$ cat src/rtl/btb_update_sched.sv
// btb_update_sched: sequences resolved-branch updates into the BTB update port.
//
// Requests from execute are buffered in a DEPTH-entry FIFO. The head entry is
// issued one per cycle, but an issue is held back for one cycle when the head
// targets the same BTB set index as the update currently on the port. The BTB
// commits its set write one cycle after accepting an update, so a
// back-to-back write to the same set would otherwise merge into stale data.
//
// Ports:
//   clk, rst               clock, synchronous active-high reset
//   in_valid/in_ready      request handshake (in_ready = !full)
//   in_pc/in_target        resolved branch PC and target
//   in_mispredicted        resolved mispredict flag
//   hold                   suppresses new issues while high
//   btb_update*            registered update strobe and payload to the BTB
//   count/empty/full       FIFO occupancy
//   stat_*                 saturating 16-bit statistics (BTB_UPD_STATS_EN only)
//
// Optional feature macro: BTB_UPD_STATS_EN adds the statistics counters.
module btb_update_sched #(
  parameter int unsigned DEPTH     = 4,
  parameter int unsigned INDEX_LSB = 2,
  parameter int unsigned INDEX_W   = 3
) (
  input  logic                   clk,
  input  logic                   rst,
  input  logic                   in_valid,
  output logic                   in_ready,
  input  logic [31:0]            in_pc,
  input  logic [31:0]            in_target,
  input  logic                   in_mispredicted,
  input  logic                   hold,
  output logic                   btb_update,
  output logic [31:0]            btb_update_pc,
  output logic [31:0]            btb_update_target,
  output logic                   btb_mispredicted,
  output logic [$clog2(DEPTH):0] count,
  output logic                   empty,
`ifdef BTB_UPD_STATS_EN
  output logic [15:0]            stat_issued,
  output logic [15:0]            stat_mispred,
  output logic [15:0]            stat_bubbles,
`endif
  output logic                   full
);

  localparam int unsigned PtrW = $clog2(DEPTH);
  localparam int unsigned CntW = PtrW + 1;
  localparam logic [CntW-1:0] FullCount = CntW'(DEPTH);

  localparam logic [1:0] StIdle   = 2'd0;
  localparam logic [1:0] StActive = 2'd1;
  localparam logic [1:0] StBubble = 2'd2;

  logic [31:0]        mem_pc  [DEPTH];
  logic [31:0]        mem_tgt [DEPTH];
  logic               mem_mis [DEPTH];

  logic [PtrW-1:0]    wr_ptr_q, rd_ptr_q;
  logic [CntW-1:0]    count_q, count_d;
  logic [1:0]         state_q, state_d;

  logic               push, pop, hazard, blocked;
  logic [31:0]        head_pc;
  logic [INDEX_W-1:0] head_idx, last_idx;

  assign count    = count_q;
  assign empty    = (count_q == '0);
  assign full     = (count_q == FullCount);
  assign in_ready = !full;

  assign push     = in_valid && in_ready;
  assign head_pc  = mem_pc[rd_ptr_q];
  assign head_idx = head_pc[INDEX_LSB +: INDEX_W];
  assign last_idx = btb_update_pc[INDEX_LSB +: INDEX_W];

  // Only the update on the port this cycle can collide; once the strobe drops
  // (bubble or hold) the hazard clears by itself.
  assign hazard  = btb_update && (head_idx == last_idx);
  assign pop     = !empty && !hold && !hazard;
  assign blocked = !empty && !hold && hazard;

  always_comb begin
    count_d = count_q;
    if (push && !pop) begin
      count_d = count_q + 1'b1;
    end else if (!push && pop) begin
      count_d = count_q - 1'b1;
    end
  end

  always_comb begin
    state_d = state_q;
    case (state_q)
      StIdle: begin
        if (push) state_d = StActive;
      end
      StActive: begin
        if (blocked) begin
          state_d = StBubble;
        end else if (count_d == '0) begin
          state_d = StIdle;
        end
      end
      StBubble: state_d = StActive;
      default:  state_d = StIdle;
    endcase
  end

  // Storage carries no reset; occupancy and pointers define what is valid.
  always_ff @(posedge clk) begin
    if (push) begin
      mem_pc[wr_ptr_q]  <= in_pc;
      mem_tgt[wr_ptr_q] <= in_target;
      mem_mis[wr_ptr_q] <= in_mispredicted;
    end
  end

  always_ff @(posedge clk) begin
    if (rst) begin
      wr_ptr_q          <= '0;
      rd_ptr_q          <= '0;
      count_q           <= '0;
      state_q           <= StIdle;
      btb_update        <= 1'b0;
      btb_update_pc     <= '0;
      btb_update_target <= '0;
      btb_mispredicted  <= 1'b0;
    end else begin
      count_q <= count_d;
      state_q <= state_d;
      if (push) wr_ptr_q <= wr_ptr_q + 1'b1;
      btb_update <= pop;
      if (pop) begin
        rd_ptr_q          <= rd_ptr_q + 1'b1;
        btb_update_pc     <= head_pc;
        btb_update_target <= mem_tgt[rd_ptr_q];
        btb_mispredicted  <= mem_mis[rd_ptr_q];
      end
    end
  end

`ifdef BTB_UPD_STATS_EN
  always_ff @(posedge clk) begin
    if (rst) begin
      stat_issued  <= '0;
      stat_mispred <= '0;
      stat_bubbles <= '0;
    end else begin
      if (btb_update && (stat_issued != 16'hFFFF)) begin
        stat_issued <= stat_issued + 16'd1;
      end
      if (btb_update && btb_mispredicted && (stat_mispred != 16'hFFFF)) begin
        stat_mispred <= stat_mispred + 16'd1;
      end
      if ((state_q == StBubble) && (stat_bubbles != 16'hFFFF)) begin
        stat_bubbles <= stat_bubbles + 16'd1;
      end
    end
  end
`endif

endmodule

$ cat config.mk
export PLATFORM = sky130hd
export DESIGN_NAME = btb_update_sched
export DESIGN_NICKNAME = d
export VERILOG_FILES = /design/src/rtl/btb_update_sched.sv
export SDC_FILE = /design/constraint.sdc
export NUM_CORES = 1
export LEC_CHECK = 0
export ABC_AREA = 1
export BUFFER_PORTS_ARGS = -buffer_cell sky130_fd_sc_hd__buf_4
export CORE_MARGIN = 2
export CORE_UTILIZATION = 52
export DETAILED_ROUTE_END_ITERATION = 16
export GPL_TIMING_DRIVEN = 1
export MAX_ROUTING_LAYER = met4
export PLACE_DENSITY = 0.75
export SYNTH_ARGS = -nofsm -noshare
export SYNTH_HDL_FRONTEND = slang
export SYNTH_SLANG_ARGS = --single-unit
$ cat constraint.sdc
create_clock -name clk -period 4.01 [get_ports clk]
set_input_delay 0.2005 -clock clk [delete_from_list [all_inputs] [get_ports clk]]
set_output_delay 0.2005 -clock clk [all_outputs]
set_load 0.01 [all_outputs]
==> results of run 1 <==
repair_timing:
| item | CTS | global route |
|---|---|---|
| hold endpoints to repair | 263 | 0 |
| hold buffers | 66 | 0 |
| setup endpoints to repair | 0 | 0 |
logic make-up after synthesis:
group | Yosys count | synth area share, %
AND/OR/NAND/NOR | 374 | 12.9
flip-flops | 335 | 72.2
AO/OA/AOI/OAI | 261 | 10.7
adder cells (fa/ha/maj) | 6 | 0.641
buffers and inverters | 93 | 3.40
multiplexers | 2 | 0.165
per-stage QoR:
stage	worst slack [ps]	hold slack (ps)
5_1_grt	711	75.5
2_1_floorplan	-132	272
6_report	1070	70.0
3_3_place_gp	1130	398
3_5_place_dp	1070	399
4_1_cts	1050	49.1
cell usage after synthesis (5+ instances only):
library cell	instances	area [sq um]
a21oi_1	70	350
buf_6	9	101
ha_1	5	62.6
nand3_1	9	45.0
o22ai_1	62	388
nor2_1	203	762
dfxtp_1	75	1500
buf_2	8	40.0
clkbuf_1	50	188
nand2_1	96	360
o21ai_0	129	646
inv_1	17	63.8
nand3b_1	63	473
edfxtp_1	260	7810
final cells by class:
class / instances / area (sq um) / share of cell area (%)
sequential: 335 / 9310 / 58.5
multi-input combinational: 643 / 3190 / 20.0
timing repair buffer: 224 / 1850 / 11.6
clock buffer: 52 / 991 / 6.23
tap: 324 / 405 / 2.55
clock inverter: 11 / 91.3 / 0.574
inverter: 20 / 75.1 / 0.472
antenna: 2 / 5.00 / 0.0314
worst paths after layout:
kind	startpoint	to	slack, ps
setup / recovery	flop	btb_update_pc[10]$_SDFFE_PP0P_	1070
hold / removal	hold	btb_update$_SDFF_PP0_	70
setup reg to reg	flop	btb_update_pc[10]$_SDFFE_PP0P_	1070
hold reg to reg	btb_update_target[16]$_SDFFE_PP0P_	btb_update_target[16]$_SDFFE_PP0P_	480
sequential cells by signal, indices dropped and copies added, names as in the netlist, named ones only:
| register | flops |
|---|---|
| btb_update_pc | 32 |
| mem_pc | 128 |
| btb_mispredicted | 1 |
| wr_ptr_q | 2 |
| rd_ptr_q | 2 |
| count | 3 |
| mem_mis | 4 |
| btb_update_target | 32 |
| mem_tgt | 128 |
| btb_update | 1 |
layout by cell type (no fill, tap or decap), types with 2 or more instances in the layout:
master         count
dfxtp_2            2
o21ai_0          129
dfxtp_1           73
inv_1             16
nand2_1           95
nor2_4             5
diode_2            2
buf_4            158
clkinv_2           5
clkbuf_1          13
ha_1               5
nand3_1            9
a21oi_1           70
edfxtp_1         260
clkbuf_8           3
dlygate4sd3_1     66
clkinv_1           3
o22ai_1           62
nand3b_1          63
inv_2              4
clkbuf_16         36
nor2_1           199
report_power, final:
part           internal (mW)  total (mW)  leakage [nW]  switching, mW
combinational           1.04        2.55          2.36           1.51
clock                   1.78        3.04         0.530           1.26
sequential              4.30        4.54          3.00          0.236
total                   7.12        10.1          5.89           3.01
worst min-delay path, cell delays in order:
cell	delay [ps]
buf_4	110
nor2_4	40
nand2_2	120
nor2_1	50
routing by layer:
metal	routed length, microns	share of wire, %	up-vias
met1	12100	43	4218
met4	470	1.7	0
li1	-	-	4205
met5	0	0	-
met3	1730	6.1	38
met2	13900	49	284
==> reports/results.ini, run 1 <==
[setup_path]
path_class=reg2reg
slowest_stage=buf_4
crit_top_cell=nand2_1
crit_family=buffers and inverters
r2r.worst_path.cells=12
cp.buffers_inverters=3
critPathLaunchType=flop
path_cells=inv_2, nand3_1, nand2_1, nand2_1, nand2_1, nor2_1, nand2_4, buf_4, buf_4, nand3b_1, nand2_1, nor2_1
cp_num_cells=12
crit_path_max_fanout=67
crit_arrival_ps=3330
cp.required_ps=4400
max_stage_delay_ps=690
end_kind=flop

[timing]
skew_ps=13.9
max_freq_ghz=0.341
hold_viol_final=0
fin_crit_sh_pct=73.2
setup_violations=0
rsz0062_at_grt=false
tns_ps=0
maxSlewHeadroom_pct=23.8
worst_pin_slew_ps=1140
fin_crit_ps=2940
slew_viol_final=0

[routing]
vias_per_cell=5.43
firstDrtPassIters=6
drt-total-wl_microns=28100
drcViolationCount=0
vias=8745
drt-initial-drc-count=809
wl_per_cell_microns=17.5
ant_nets=0

[synth]
yosysWarnings=0
syn_area_sq_um=12900
synth_edf_count=260
async_flop_share_pct=0
synth-main-ff-cell=edfxtp_1
synthCells=1071
ys_seq_elements=335
syn_nets=1146
synth.distinct_cells=24
ys_seq_area_share_pct=72.2
avgSynthCellArea_sq_um=12.0

[die]
design.portCount=141
die_h_microns=161
core_area_sq_um=24300
start_util_pct=53.0
die-area_sq_um=26100
row_count=57
die_w_microns=161

[clocking]
cts_resized=0
clock_latency_ps=510
clock-root-buffer=clkbuf_16
cts_buffer_depth=3
numClockSinks=335
cts_tree=built
post_cts_buffers=0
numCtsBuffers=35
htree_levels=2
clkTransAtPathRegs_ps=60

[placed_design]
dp_cells=1480
postPlaceCellArea_sq_um=14200
portBuffers=140
hpwl_microns=14900
place_congestion=0.762

[final_layout]
syn2layout_area_growth_pct=23.4
stdcell_count=1611
num-nets-final=1334
fillers=1783
stdcell_area_sq_um=15900
layout-drive-gt1-share_pct=17.0
utilization_pct=65.4

[grt]
top_usage_layer=met2
grt_pass1_wl_microns=44200
gr-usage-met3_pct=3.31
gr-usage-met1_pct=29.3
grt_usage_pct=22.1
antenna_found_initial=2
grtUsageMet2_pct=35.8
grt_overflow=0
grt_pass1_vias=8513
grt_max_degree=70

[run_status]
outcome=finished clean

[hold_path]
whs_path_depth=4
min_path_type=in2reg

[power]
power_density_nw_per_um2=636
ir_worst_vdd_v=0.000396
total_power_mw=10.1
leakagePower_nw=5.89

[flow_run]
drv_cap=0

(Power assumes the default switching activity.)
==> run 2: changes to the inputs <==
--- a/config.mk
+++ b/config.mk
@@ -8,11 +8,11 @@
 export ABC_AREA = 1
 export BUFFER_PORTS_ARGS = -buffer_cell sky130_fd_sc_hd__buf_4
 export CORE_MARGIN = 2
-export CORE_UTILIZATION = 52
+export CORE_UTILIZATION = 58
 export DETAILED_ROUTE_END_ITERATION = 16
 export GPL_TIMING_DRIVEN = 1
 export MAX_ROUTING_LAYER = met4
-export PLACE_DENSITY = 0.75
+export PLACE_DENSITY = 0.79
 export SYNTH_ARGS = -nofsm -noshare
 export SYNTH_HDL_FRONTEND = slang
 export SYNTH_SLANG_ARGS = --single-unit
==> constraint.sdc (replaced) <==
create_clock -name clk -period 2.85 [get_ports clk]
set_input_delay 0.1425 -clock clk [delete_from_list [all_inputs] [get_ports clk]]
set_output_delay 0.1425 -clock clk [all_outputs]
set_load 0.01 [all_outputs]
==> run 2 against run 1 <==
Compared with the run above: clock skew grew 7.4 ps; non-clock buffer count up 7; sequential power increased by 40%; final cell count is 2.3% lower; count of clock-buffer cells in the layout down 2; routed wire length grew 3.3%; critical path depth up 5; core utilization rose by 8.0 points; power rose by 43%; design area rose by 0.72%; worst hold slack lost 18 ps.
==> reports/results.ini, run 2 (synthesis gave the netlist of run 1 again) <==
[run_status]
outcome=finished clean

[power]
total_power_mw=14.5
power_density_nw_per_um2=902
ir_worst_vdd_v=0.000527
leakagePower_nw=5.97

[clocking]
clock-root-buffer=clkbuf_16
htree_levels=2
cts_buffer_depth=3
post_cts_buffers=0
cts_tree=built
clock_latency_ps=510
numClockSinks=335
numCtsBuffers=35
clkTransAtPathRegs_ps=60

[grt]
grt_overflow=0
grt_usage_pct=25.5
grt_pass1_wl_microns=46500
grt_max_degree=128
antenna_found_initial=1
grt_pass1_vias=9006

[setup_path]
crit_arrival_ps=2940
end_kind=flop
slowest_stage=dfxtp_2
crit_path_max_fanout=16
crit_family=simple AND/OR/NAND/NOR gates
crit_top_cell=nand2_1
path_class=reg2reg
path_cells=inv_2, nand2_1, nand3_1, nand2_1, nand2_1, nand2_1, nor2_1, nand2_4, nand2_2, ha_1, inv_1, fa_1, nor2_1, nor2_1, nand2_1, o21ai_0, a21oi_1
max_stage_delay_ps=380
cp.required_ps=3280
cp.buffers_inverters=2
critPathLaunchType=flop

[routing]
vias=9107
firstDrtPassIters=6
wl_met3_microns=2270
wl_per_cell_microns=18.5
drcViolationCount=0
drt-total-wl_microns=29100
drt-initial-drc-count=997
drt-met1-wl_microns=11600
wl_met2_microns=14600
vias_per_cell=5.79
ant_nets=0
top_layer=met4

[timing]
fin_crit_ps=2520
hold_viol_final=0
maxSlewHeadroom_pct=56.9
max_freq_ghz=0.397
fin_ws_ps=334
worst_pin_slew_ps=647
hold_ws_ps=51.7
fin_crit_sh_pct=88.3
slew_viol_final=0
setup_violations=0
rsz0062_at_grt=false
skew_ps=21.2

[hold_path]
min_path_type=in2reg

[final_layout]
syn2layout_area_growth_pct=24.3
utilization_pct=73.4
num-nets-final=1341
reg.largest.list=mem_pc: 128 flops, mem_tgt: 128 flops
layout_commonest_cell=edfxtp_1
layout_common_cells=edfxtp_1 (260), nor2_1 (199), buf_4 (157), o21ai_0 (129), nand2_1 (95)
stdcell_area_sq_um=16000
layout-drive-gt1-share_pct=17.7

[placed_design]
place_congestion=0.772
portBuffers=140
place_ws_ps=392
postPlaceCellArea_sq_um=14300
hpwl_microns=15800

[die]
die_h_microns=153
core_area_sq_um=21800
design.portCount=141
row_count=54
die-area_sq_um=23400
start_util_pct=59.1
die_w_microns=153

[flow_run]
drv_cap=0

==> run 2: changes by cell type in the layout (fill, tap and decap cells not counted) <==
cell	before	now
clkbuf_8	3	4
buf_4	158	157
clkbuf_1	13	10
clkinv_2	5	6
buf_12	0	8
clkinvlp_4	0	1
diode_2	2	1
clkinv_1	3	4
==> run 2: layer usage <==
metal | GRT usage [%] | vias up
met5 | - | -
met4 | 8.60 | 0
met3 | 4.20 | 62
met2 | 41.1 | 420
met1 | 33.5 | 4403
li1 | - | 4222
==> run 2: metrics by stage <==
| stage | TNS, ps | instances |
|---|---|---|
| 6_report | 0 | 1574 |
| 5_1_grt | 0 | 1574 |
| 4_1_cts | 0 | 1573 |
| 3_5_place_dp | 0 | 1443 |
| 3_3_place_gp | 0 | 1443 |
| 2_1_floorplan | -64120 | 1071 |
==> run 2: tightest hold or removal path: stages <==
cell     delay [ps]
buf_4           110
nor2_4           50
nand2_2         130
nor2_1           60
==> run 2: timing repair <==
| action | CTS | global route |
|---|---|---|
| endpoints found under the hold margin | 263 | 0 |
| endpoints found under the setup margin | 0 | 0 |
| hold buffers | 66 | 0 |
| gates resized for setup | 0 | 0 |
==> run 2: final cells by class <==
class | instances | area [sq um]
sequential | 335 | 9310
fill | 1381 | 5800
multi-input combinational | 643 | 3190
timing repair buffer | 231 | 2000
clock buffer | 50 | 993
tap | 280 | 350
clock inverter | 14 | 108
inverter | 20 | 75.1
antenna | 1 | 2.50
==> run 2: worst paths after layout <==
check	from	to	slack, ps	depth (start not counted)
max	flop	count[2]$_SDFFE_PP0P_	330	17
min	hold	btb_update$_SDFF_PP0_	50	4
max reg2reg	flop	count[2]$_SDFFE_PP0P_	330	17
min reg2reg	btb_update_target[18]$_SDFFE_PP0P_	btb_update_target[18]$_SDFFE_PP0P_	480	2
==> run 2: power breakdown <==
| group | internal [mW] | total [mW] | switching (mW) |
|---|---|---|---|
| registers | 6.05 | 6.37 | 0.322 |
| clock network | 2.53 | 4.30 | 1.77 |
| logic | 1.54 | 3.78 | 2.24 |
| total | 10.1 | 14.5 | 4.33 |
==> run 3: changes to the inputs <==
--- a/config.mk
+++ b/config.mk
@@ -10,7 +10,7 @@
 export CORE_MARGIN = 2
 export CORE_UTILIZATION = 58
 export DETAILED_ROUTE_END_ITERATION = 16
-export GPL_TIMING_DRIVEN = 1
+export GPL_TIMING_DRIVEN = 0
 export MAX_ROUTING_LAYER = met4
 export PLACE_DENSITY = 0.79
 export SYNTH_ARGS = -nofsm -noshare
==> run 3 against run 2 <==
Compared with the run above: power up 1.4%; design area grew 1.4%; critical path type unchanged; count of clock-buffer cells in the layout shrank 2; core utilization is 1.0 points higher; via count up 3.2%; global-route usage grew 1.5 points; flip-flop and latch count stayed put; non-clock buffer count increased by 56; register-to-register slack about the same; sequential power is essentially flat; highest routed layer unchanged; final cell count increased by 3.4%.
==> reports/results.ini, run 3 (synthesis gave the netlist of run 1 again) <==
[clocking]
clock_latency_ps=520
post_cts_buffers=0
cts_buffer_depth=3
cts_tree=built
numClockSinks=335
numCtsBuffers=34
clkTransAtPathRegs_ps=60
htree_levels=2
clock-root-buffer=clkbuf_16

[timing]
rsz0062_at_grt=false
tns_ps=0
fin_crit_ps=2530
worst_pin_slew_ps=1010
fin_ws_ps=325
setup_violations=0
max_freq_ghz=0.396
slew_viol_final=0
hold_viol_final=0
maxSlewHeadroom_pct=32.4
skew_ps=22.5
fin_crit_sh_pct=88.6

[hold_path]
min_path_type=in2reg

[placed_design]
portBuffers=140
hpwl_microns=19100
place_congestion=0.786
place_ws_ps=93.1
postPlaceCellArea_sq_um=14500

[setup_path]
crit_arrival_ps=2920
timing.rr.start=count[0]$_SDFFE_PP0P_
end_kind=flop
critPathLaunchType=flop
critical_path.endpoint=count[1]$_SDFFE_PP0P_
path_cells=inv_1, nand2_1, nor2_1, nor2_4, buf_4, nand2_2, ha_1, inv_1, fa_1, o21ai_0, a21oi_1
path_class=reg2reg
startpoint=count[0]$_SDFFE_PP0P_
crit_path_max_fanout=10
max_stage_delay_ps=410
reg2reg_to=count[1]$_SDFFE_PP0P_
r2r.worst_path.cells=11
r2r_slack_ps=320
crit_top_cell=inv_1
cp.required_ps=3240
slowest_stage=fa_1

[routing]
drt-total-wl_microns=31400
ant_nets=0
vias_per_cell=5.77
wl_per_cell_microns=19.3
drcViolationCount=0
vias=9395
firstDrtPassIters=5
drt-initial-drc-count=980

[final_layout]
layout-drive-gt1-share_pct=16.6
layout_common_cells=edfxtp_1 (260), nor2_1 (199), buf_4 (143), o21ai_0 (129), nand2_1 (95)
stdcell_area_sq_um=16200
utilization_pct=74.4
fillers=1378
num-nets-final=1396
reg.largest.list=mem_pc: 128 flops, mem_tgt: 128 flops
syn2layout_area_growth_pct=26.0
layout_commonest_cell=edfxtp_1

[die]
row_count=54
design.portCount=141
die_w_microns=153
die-area_sq_um=23400
die_h_microns=153
core_area_sq_um=21800
start_util_pct=59.1

[power]
power_density_nw_per_um2=902
pwr-share-seq_pct=43.5
sw_frac_of_total_pct=30.8
clkPwrFrac_pct=29.3
intPower_mw=10.1
total_power_mw=14.7
ir_worst_vdd_v=0.000608
leakagePower_nw=6.01
power.switching_mw=4.51
p_comb_share_pct=27.3

[grt]
grt_pass1_wl_microns=48500
grt_pass1_vias=9259
antenna_found_initial=1
grt_usage_pct=27.1
grt_overflow=0
grt_max_degree=29

[run_status]
outcome=finished clean

[flow_run]
drv_cap=0

==> run 3: cell types whose count changed in the layout (fill, tap and decap cells not counted), moves of 2 or more <==
cell,change
buf_1,+3
buf_12,-2
buf_16,+2
buf_2,+8
buf_4,-14
buf_6,+9
clkbuf_1,+51
clkbuf_8,-2
clkinv_1,+3
clkinv_2,-3
inv_2,-2
==> run 3: worst min path at each step <==
stage / start / end / slack, ps / cells past startpoint
after floorplan: rst / btb_update_pc[4]$_SDFFE_PP0P_ / 210 / 1
after global placement: rst / btb_update_pc[4]$_SDFFE_PP0P_ / 340 / 2
after detailed placement: rst / btb_update_pc[4]$_SDFFE_PP0P_ / 340 / 2
after CTS: hold / flop / 60 / 4
after global routing: hold / flop / 100 / 4
final: hold / flop / 70 / 4
==> run 3: worst max-delay path: cells and delay by family, from the launching register on <==
| kind | cells | cell delay, ps |
|---|---|---|
| AO/OA/AOI/OAI | 2 | 220 |
| adder cells (fa/ha/maj) | 2 | 610 |
| buffers and inverters | 3 | 500 |
| flip-flops | 1 | 380 |
| AND/OR/NAND/NOR | 4 | 690 |
==> run 3: stage by stage <==
step | hold slack (ps) | std cells
2_1_floorplan | 214 | 1071
3_3_place_gp | 340 | 1491
3_5_place_dp | 343 | 1499
4_1_cts | 63.5 | 1626
5_1_grt | 95.0 | 1627
6_report | 73.9 | 1627
==> run 3: area by class of cell <==
class	instances	area [sq um]	area share, %
diodes	1	2.50	0.0154
plain buffers	73	363	2.23
clock buffers	48	945	5.81
clock inverters	13	130	0.801
inverters	20	75.1	0.462
multi-input cells	643	3180	19.6
flip-flops and latches	335	9310	57.3
well taps	280	350	2.16
repair buffers	214	1890	11.6
==> run 3: power groups by stage <==
| stage | registers, mW | clock network (mW) | logic, mW |
|---|---|---|---|
| after CTS | 6.36 | 4.30 | 3.95 |
| after global routing | 6.43 | 4.49 | 4.37 |
| final | 6.37 | 4.29 | 3.99 |
| after global placement | 6.47 | 0 | 3.65 |
| after floorplan | 6.57 | 0 | 2.13 |
| after detailed placement | 6.45 | 0 | 3.84 |
==> run 3: repair_timing <==
action	CTS	global route
gates resized for setup	0	3
setup endpoints to repair	0	23
hold endpoints to repair	263	0
hold buffers	66	0
==> run 3: layer usage <==
layer / up-vias / GRT usage (%) / routed length (microns)
li1: 4330 / - / -
met3: 63 / 4.05 / 2600
met1: 4558 / 36.3 / 12600
met4: 0 / 9.13 / 701
met5: - / - / 0
met2: 444 / 43.1 / 15500
